--- src/rtl/gpio_bank_ctrl.sv ---
// Register-programmed GPIO bank: per-pin push-pull/open-drain drive, output enable,
// synchronised inputs and rising/falling edge interrupts behind a simple strobe/ack bus.
module gpio_bank_ctrl #(
    parameter int               WIDTH       = 8,
    parameter int               SYNC_STAGES = 2,
    parameter logic [WIDTH-1:0] OD_DEFAULT  = '0
) (
    input  logic             clk,
    input  logic             rst,
    input  logic             bus_stb,
    input  logic             bus_we,
    input  logic [2:0]       bus_addr,
    input  logic [WIDTH-1:0] bus_wdata,
    output logic             bus_ack,
    output logic [WIDTH-1:0] bus_rdata,
    input  logic [WIDTH-1:0] pad_i,
    output logic [WIDTH-1:0] pad_o,
    output logic [WIDTH-1:0] pad_oeb,
    output logic             irq
);

    localparam logic [2:0] ADDR_OUT  = 3'd0;
    localparam logic [2:0] ADDR_OE   = 3'd1;
    localparam logic [2:0] ADDR_OD   = 3'd2;
    localparam logic [2:0] ADDR_IN   = 3'd3;
    localparam logic [2:0] ADDR_RISE = 3'd4;
    localparam logic [2:0] ADDR_FALL = 3'd5;
    localparam logic [2:0] ADDR_STAT = 3'd6;
    localparam logic [2:0] ADDR_TGL  = 3'd7;

    // Warm-up spans the synchroniser fill plus the prev stage so reset-time pad levels never look like edges.
    localparam int                WARM_W    = $clog2(SYNC_STAGES + 2);
    localparam logic [WARM_W-1:0] WARM_LAST = WARM_W'(SYNC_STAGES + 1);

    logic [WIDTH-1:0]  out_r;
    logic [WIDTH-1:0]  oe_r;
    logic [WIDTH-1:0]  od_r;
    logic [WIDTH-1:0]  rise_en_r;
    logic [WIDTH-1:0]  fall_en_r;
    logic [WIDTH-1:0]  irq_stat_r;
    logic [WIDTH-1:0]  sync_r [SYNC_STAGES];
    logic [WIDTH-1:0]  prev_r;
    logic [WARM_W-1:0] warm_r;
    logic              ack_r;
    logic [WIDTH-1:0]  rdata_r;
    logic              irq_r;

    logic              wr_s;
    logic [WIDTH-1:0]  clr_s;
    logic [WIDTH-1:0]  in_s;
    logic [WIDTH-1:0]  rise_s;
    logic [WIDTH-1:0]  fall_s;
    logic [WIDTH-1:0]  rd_mux_s;

    // Write strobe decode and IRQ_STAT write-1-to-clear mask.
    always_comb begin
        wr_s  = bus_stb & bus_we;
        clr_s = '0;
        if (wr_s && (bus_addr == ADDR_STAT)) begin
            clr_s = bus_wdata;
        end else begin
            clr_s = '0;
        end
    end

    // Edge events, gated until the warm-up counter has saturated.
    always_comb begin
        in_s   = sync_r[SYNC_STAGES-1];
        rise_s = '0;
        fall_s = '0;
        if (warm_r == WARM_LAST) begin
            rise_s = in_s & ~prev_r;
            fall_s = ~in_s & prev_r;
        end else begin
            rise_s = '0;
            fall_s = '0;
        end
    end

    // Read data mux.
    always_comb begin
        rd_mux_s = '0;
        case (bus_addr)
            ADDR_OUT:  rd_mux_s = out_r;
            ADDR_OE:   rd_mux_s = oe_r;
            ADDR_OD:   rd_mux_s = od_r;
            ADDR_IN:   rd_mux_s = in_s;
            ADDR_RISE: rd_mux_s = rise_en_r;
            ADDR_FALL: rd_mux_s = fall_en_r;
            ADDR_STAT: rd_mux_s = irq_stat_r;
            ADDR_TGL:  rd_mux_s = '0;
            default:   rd_mux_s = '0;
        endcase
    end

    // Software-programmed control registers.
    always_ff @(posedge clk) begin
        if (rst) begin
            out_r     <= '0;
            oe_r      <= '0;
            od_r      <= OD_DEFAULT;
            rise_en_r <= '0;
            fall_en_r <= '0;
        end else if (wr_s) begin
            case (bus_addr)
                ADDR_OUT:  out_r     <= bus_wdata;
                ADDR_OE:   oe_r      <= bus_wdata;
                ADDR_OD:   od_r      <= bus_wdata;
                ADDR_RISE: rise_en_r <= bus_wdata;
                ADDR_FALL: fall_en_r <= bus_wdata;
                ADDR_TGL:  out_r     <= out_r ^ bus_wdata;
                default:   out_r     <= out_r;
            endcase
        end
    end

    // Input synchroniser, previous-sample stage and warm-up counter.
    always_ff @(posedge clk) begin
        if (rst) begin
            for (int i = 0; i < SYNC_STAGES; i++) begin
                sync_r[i] <= '0;
            end
            prev_r <= '0;
            warm_r <= '0;
        end else begin
            sync_r[0] <= pad_i;
            for (int i = 1; i < SYNC_STAGES; i++) begin
                sync_r[i] <= sync_r[i-1];
            end
            prev_r <= in_s;
            if (warm_r != WARM_LAST) begin
                warm_r <= warm_r + WARM_W'(1);
            end
        end
    end

    // Interrupt status (set beats a same-cycle clear) and the registered level interrupt.
    always_ff @(posedge clk) begin
        if (rst) begin
            irq_stat_r <= '0;
            irq_r      <= 1'b0;
        end else begin
            irq_stat_r <= (irq_stat_r & ~clr_s) | (rise_s & rise_en_r) | (fall_s & fall_en_r);
            irq_r      <= |irq_stat_r;
        end
    end

    // Bus response: one-cycle ack with read data, zero data on writes.
    always_ff @(posedge clk) begin
        if (rst) begin
            ack_r   <= 1'b0;
            rdata_r <= '0;
        end else begin
            ack_r   <= bus_stb;
            rdata_r <= (bus_stb && !bus_we) ? rd_mux_s : '0;
        end
    end

    // Open-drain pins only ever pull low; push-pull pins follow OUT/OE directly.
    assign pad_o     = out_r & ~od_r;
    assign pad_oeb   = ~(oe_r & ~(od_r & out_r));
    assign bus_ack   = ack_r;
    assign bus_rdata = rdata_r;
    assign irq       = irq_r;

endmodule

--- config.mk ---
export PLATFORM = sky130hd
export DESIGN_NAME = gpio_bank_ctrl
export DESIGN_NICKNAME = d
export VERILOG_FILES = /design/src/rtl/gpio_bank_ctrl.sv
export SDC_FILE = /design/constraint.sdc
export NUM_CORES = 1
export LEC_CHECK = 0
export ABC_CLOCK_PERIOD_IN_PS = 2009
export CAP_MARGIN = 40
export CORE_UTILIZATION = 50
export DETAILED_ROUTE_END_ITERATION = 7
export PLACE_DENSITY = 0.75
export SYNTH_ARGS = -nofsm -noshare
export SYNTH_HDL_FRONTEND = slang
export SYNTH_SLANG_ARGS = --single-unit
--- constraint.sdc ---
create_clock -name clk -period 2.01 [get_ports clk]
set_clock_uncertainty 0.15 [all_clocks]
set_input_delay 0.201 -clock clk [delete_from_list [all_inputs] [get_ports clk]]
set_output_delay 0.201 -clock clk [all_outputs]
set_load 0.02 [all_outputs]
==> summary by stage <==
Synthesis
By area the synthesized netlist is led by sky130_fd_sc_hd__dfxtp_1 46%, sky130_fd_sc_hd__o21ai_0 7.0%, sky130_fd_sc_hd__a21oi_1 6.9%. The distinct cell type count of the synthesized netlist is 34. The number of storage elements in the synthesis netlist is 84. The post-synthesis cell type with the largest combined area is sky130_fd_sc_hd__dfxtp_1. The synthesized instance count is about 440. In this run the mean area of a mapped cell was around 8.2 µm².

For this run, the register share of the synthesized area comes to 0.464. The share of synthesized area in the top cell type comes to 0.464. During synthesis, Yosys emitted a total of 0 warnings. The post-synth net total is approximately 470. The netlist area before placement is between 3000 and 4000 µm².

Finish
The number of standard cells in the final layout excluding fillers is between 600 and 700. The multi-input combinational cells in the finished layout cover a total of about 1800 µm². The number of antenna diodes in the final layout is 0. In the final layout, the share of cells above drive strength 1 is 0.101. Leaving out fill and tap cells, the most frequent cells in the layout are 84 x sky130_fd_sc_hd__dfxtp_1, 56 x sky130_fd_sc_hd__nand2_1, 51 x sky130_fd_sc_hd__o21ai_0, 50 x sky130_fd_sc_hd__a21oi_1, 47 x sky130_fd_sc_hd__clkdlybuf4s50_1.

In the final layout, flip-flops and latches occupy around 1700 µm². The final standard cell utilization of the core is 0.653. The finished cells cover 4510 µm².

Fill cells in the final layout number roughly 630. The library cell used most frequently in the layout, excluding fill and tap cells, is sky130_fd_sc_hd__dfxtp_1. For this run, the post-layout net count is roughly 530. The area overhead of the layout relative to synthesis is 24.4%.

STA
The ratio of final minimum period to clock period is 0.918. On the final layout, the worst hold slack is about 250 ps. Across all setup checks in the final design, the least slack found is 165 ps.

The peak clock frequency supported by timing is between 500 and 600 MHz. The max-slew violation count is 0. The shortest period the worst path allows is about 1800 ps. The headroom to the max-slew limit is 0.510.

Setup repair after global routing left no endpoint under its margin. The summed negative setup slack over all endpoints is 0 ps. The number of failing setup endpoints in the final timing report is 0. For the pin with the worst max-slew slack, the measured transition is 736 ps. The final hold violation count is 0.

Place
The cell count after placement is just under 600. The placed wire-length estimate is between 6000 and 7000 µm. The total of buffers placed on input and output ports is 48. The congestion estimate from routability-driven global placement came to 0.861.

Prior to clock tree synthesis, the placed netlist has a worst setup slack of -52.1 ps. Once placement finished, the instance area stood at 4320 µm².

Drt
In this run the remaining antenna-violating nets after routing total 0. The number of DRC markers after the initial detailed-route iteration is 289. Detailed routing inserted a total of around 3,300 vias. After detailed routing, the number of remaining DRC violations is 0. The mean routed wirelength per cell is roughly 15 µm. The first detailed-routing pass took 5 iterations. In the routed layout, each cell is associated on average with a via count of approximately 5.5.

The total detailed-routing wirelength is approximately 9100 µm.

CTS
In this run, CTS created clock tree buffers numbering 9. Post-CTS timing repair inserted 0 buffers for setup. The clock-pin slew on the worst setup and hold paths is about 80 ps. The tree is rooted in a sky130_fd_sc_hd__clkbuf_8. Gates resized during post-CTS repair numbered 0. For this design, the sink count on the clock tree is 84. The maximum clock path buffer count is 2. The clock latency reported for the late side of the worst-skew pair is approximately 350 ps. Buffers inserted to repair hold after CTS numbered 1. The CTS tree is built.

CTS built an H-tree with a depth of 3.

Floorplan
The floorplan step set the die height to approximately 87 µm. From left edge to right edge, the die measures 87.1 µm. The number of top-level pins is between 40 and 50. The core region is approximately 6900 µm².

The starting density of the core is 0.525. The overall die area is between 7000 and 8000 µm². The floorplan has 30 rows.

Power
The reported leakage power is approximately 1.6 nW. The highest ir drop seen on vdd is ~470 µV. The total power density per cell area is 713 nW/µm². The total chip power is 3.21 mW.

Worst setup path
The cell occurring most often along the worst timing path is sky130_fd_sc_hd__nand2_1. The cell family contributing the most delay on the critical path is buffers and inverters. The required time reported for the critical path endpoint is approximately 1700 ps. STA classifies the critical path startpoint as a flop.

The worst setup path is of the reg -> out kind. The number of buffers and inverters on the critical path is 1. The worst setup path is captured at an output pin. The critical path goes through nand2_1, nand2_1, clkdlybuf4s50_1. The worst-path cell with the longest stage delay is sky130_fd_sc_hd__clkdlybuf4s50_1. The data arrival time of the critical path is approximately 1500 ps.

The largest single stage delay on the critical path is between 500 and 600 ps. The maximum net fanout on the critical path is 4.

Global route
Entering global routing, the biggest net connects between 70 and 80 pins. The via count of the first global-routing pass was roughly 3,000. The total routing resource utilization after global routing is 0.259. met2 is the most crowded layer. For this run the aggregate overflow at the end of global routing stands at 0. The first global-routing pass estimated approximately 15,000 µm of wire. For met3 alone, demand over resource in global routing was 0.0588.

The global-route met2 utilization is 0.401. The initial antenna violation count is 0. The met1 global-route usage is 0.349.

Flow run
The tool flagged a number of max-cap violations equal to 0.

Hold path
The min-delay analysis places its worst path in the category in -> reg.

Status
The run finished with clean final reports.
[layout make-up]
| class | count | area share |
|---|---|---|
| Clock inverter | 4 | 0.0114 |
| Inverter | 14 | 0.0117 |
| Clock buffer | 11 | 0.0291 |
| Multi-Input combinational cell | 314 | 0.388 |
| Timing Repair Buffer | 79 | 0.160 |
| Tap cell | 96 | 0.0266 |
| Sequential cell | 84 | 0.373 |
[layer usage]
metal	share of wire	routed length, µm	vias up
met1	0.46	4170	1542
met5	0	0	-
met3	0.065	591	20
li1	-	-	1622
met4	0.019	169	0
met2	0.46	4180	147
[sequential cells by signal, indices dropped and copies added, names as in the netlist]
register	cells
irq	1
out_r	8
od_r	8
bus_ack	1
rise_en_r	8
fall_en_r	8
warm_r	2
bus_rdata	8
prev_r	8
irq_stat_r	8
sync_r	16
oe_r	8
[kinds of logic (layout without fill, tap and decap cells)]
kind of cell	count (synthesis)	after routing	synth area share
xor+xnor	9	9	0.0217
compound gates	124	124	0.191
mux	14	14	0.0400
flops	84	84	0.464
buf+inv	44	108	0.0532
fa+ha+maj	1	1	0.00345
simple gates	166	166	0.227
[cells in the mapped netlist]
library cell,instances
sky130_fd_sc_hd__nand3b_1,9
sky130_fd_sc_hd__nor4_1,2
sky130_fd_sc_hd__or3_1,1
sky130_fd_sc_hd__nand2b_1,3
sky130_fd_sc_hd__nor3_1,8
sky130_fd_sc_hd__ha_1,1
sky130_fd_sc_hd__nand3_1,11
sky130_fd_sc_hd__or2_1,3
sky130_fd_sc_hd__o41ai_1,1
sky130_fd_sc_hd__nor2b_1,39
sky130_fd_sc_hd__buf_1,3
sky130_fd_sc_hd__a21oi_1,50
sky130_fd_sc_hd__a41oi_1,1
sky130_fd_sc_hd__clkbuf_1,15
sky130_fd_sc_hd__a22o_1,9
sky130_fd_sc_hd__a221oi_1,6
sky130_fd_sc_hd__nand2_1,56
sky130_fd_sc_hd__buf_2,10
sky130_fd_sc_hd__inv_1,14
sky130_fd_sc_hd__xor2_1,9
sky130_fd_sc_hd__o21bai_1,2
sky130_fd_sc_hd__nor2_1,29
sky130_fd_sc_hd__mux2_2,4
sky130_fd_sc_hd__and3_1,1
sky130_fd_sc_hd__dfxtp_1,84
sky130_fd_sc_hd__buf_6,2
sky130_fd_sc_hd__o21ai_1,2
sky130_fd_sc_hd__nand3_2,1
sky130_fd_sc_hd__nand4_1,1
sky130_fd_sc_hd__o21ai_0,51
sky130_fd_sc_hd__a31oi_1,2
sky130_fd_sc_hd__nor2_4,1
sky130_fd_sc_hd__nor2_2,1
sky130_fd_sc_hd__mux2i_1,10
[where the power goes]
part	total, mW	switching (mW)	internal (mW)	leakage [nW]
logic	0.331	0.181	0.150	0.826
clock network	1.15	0.581	0.569	0.0894
registers	1.73	0.0282	1.71	0.683
total	3.21	0.790	2.42	1.60
[final timing paths]
| path | start | to | slack (ps) | cells after the start |
|---|---|---|---|---|
| setup / recovery | od_r[1] | pad_oeb[1] | 160 | 3 |
| hold / removal | pad_i[0] | sync_r[0][0] | 250 | 2 |
| setup reg to reg | warm_r[0] | warm_r[1] | 630 | 3 |
| hold reg to reg | sync_r[0][0] | sync_r[0][8] | 290 | 1 |
Power figures use the tool's default switching activity.
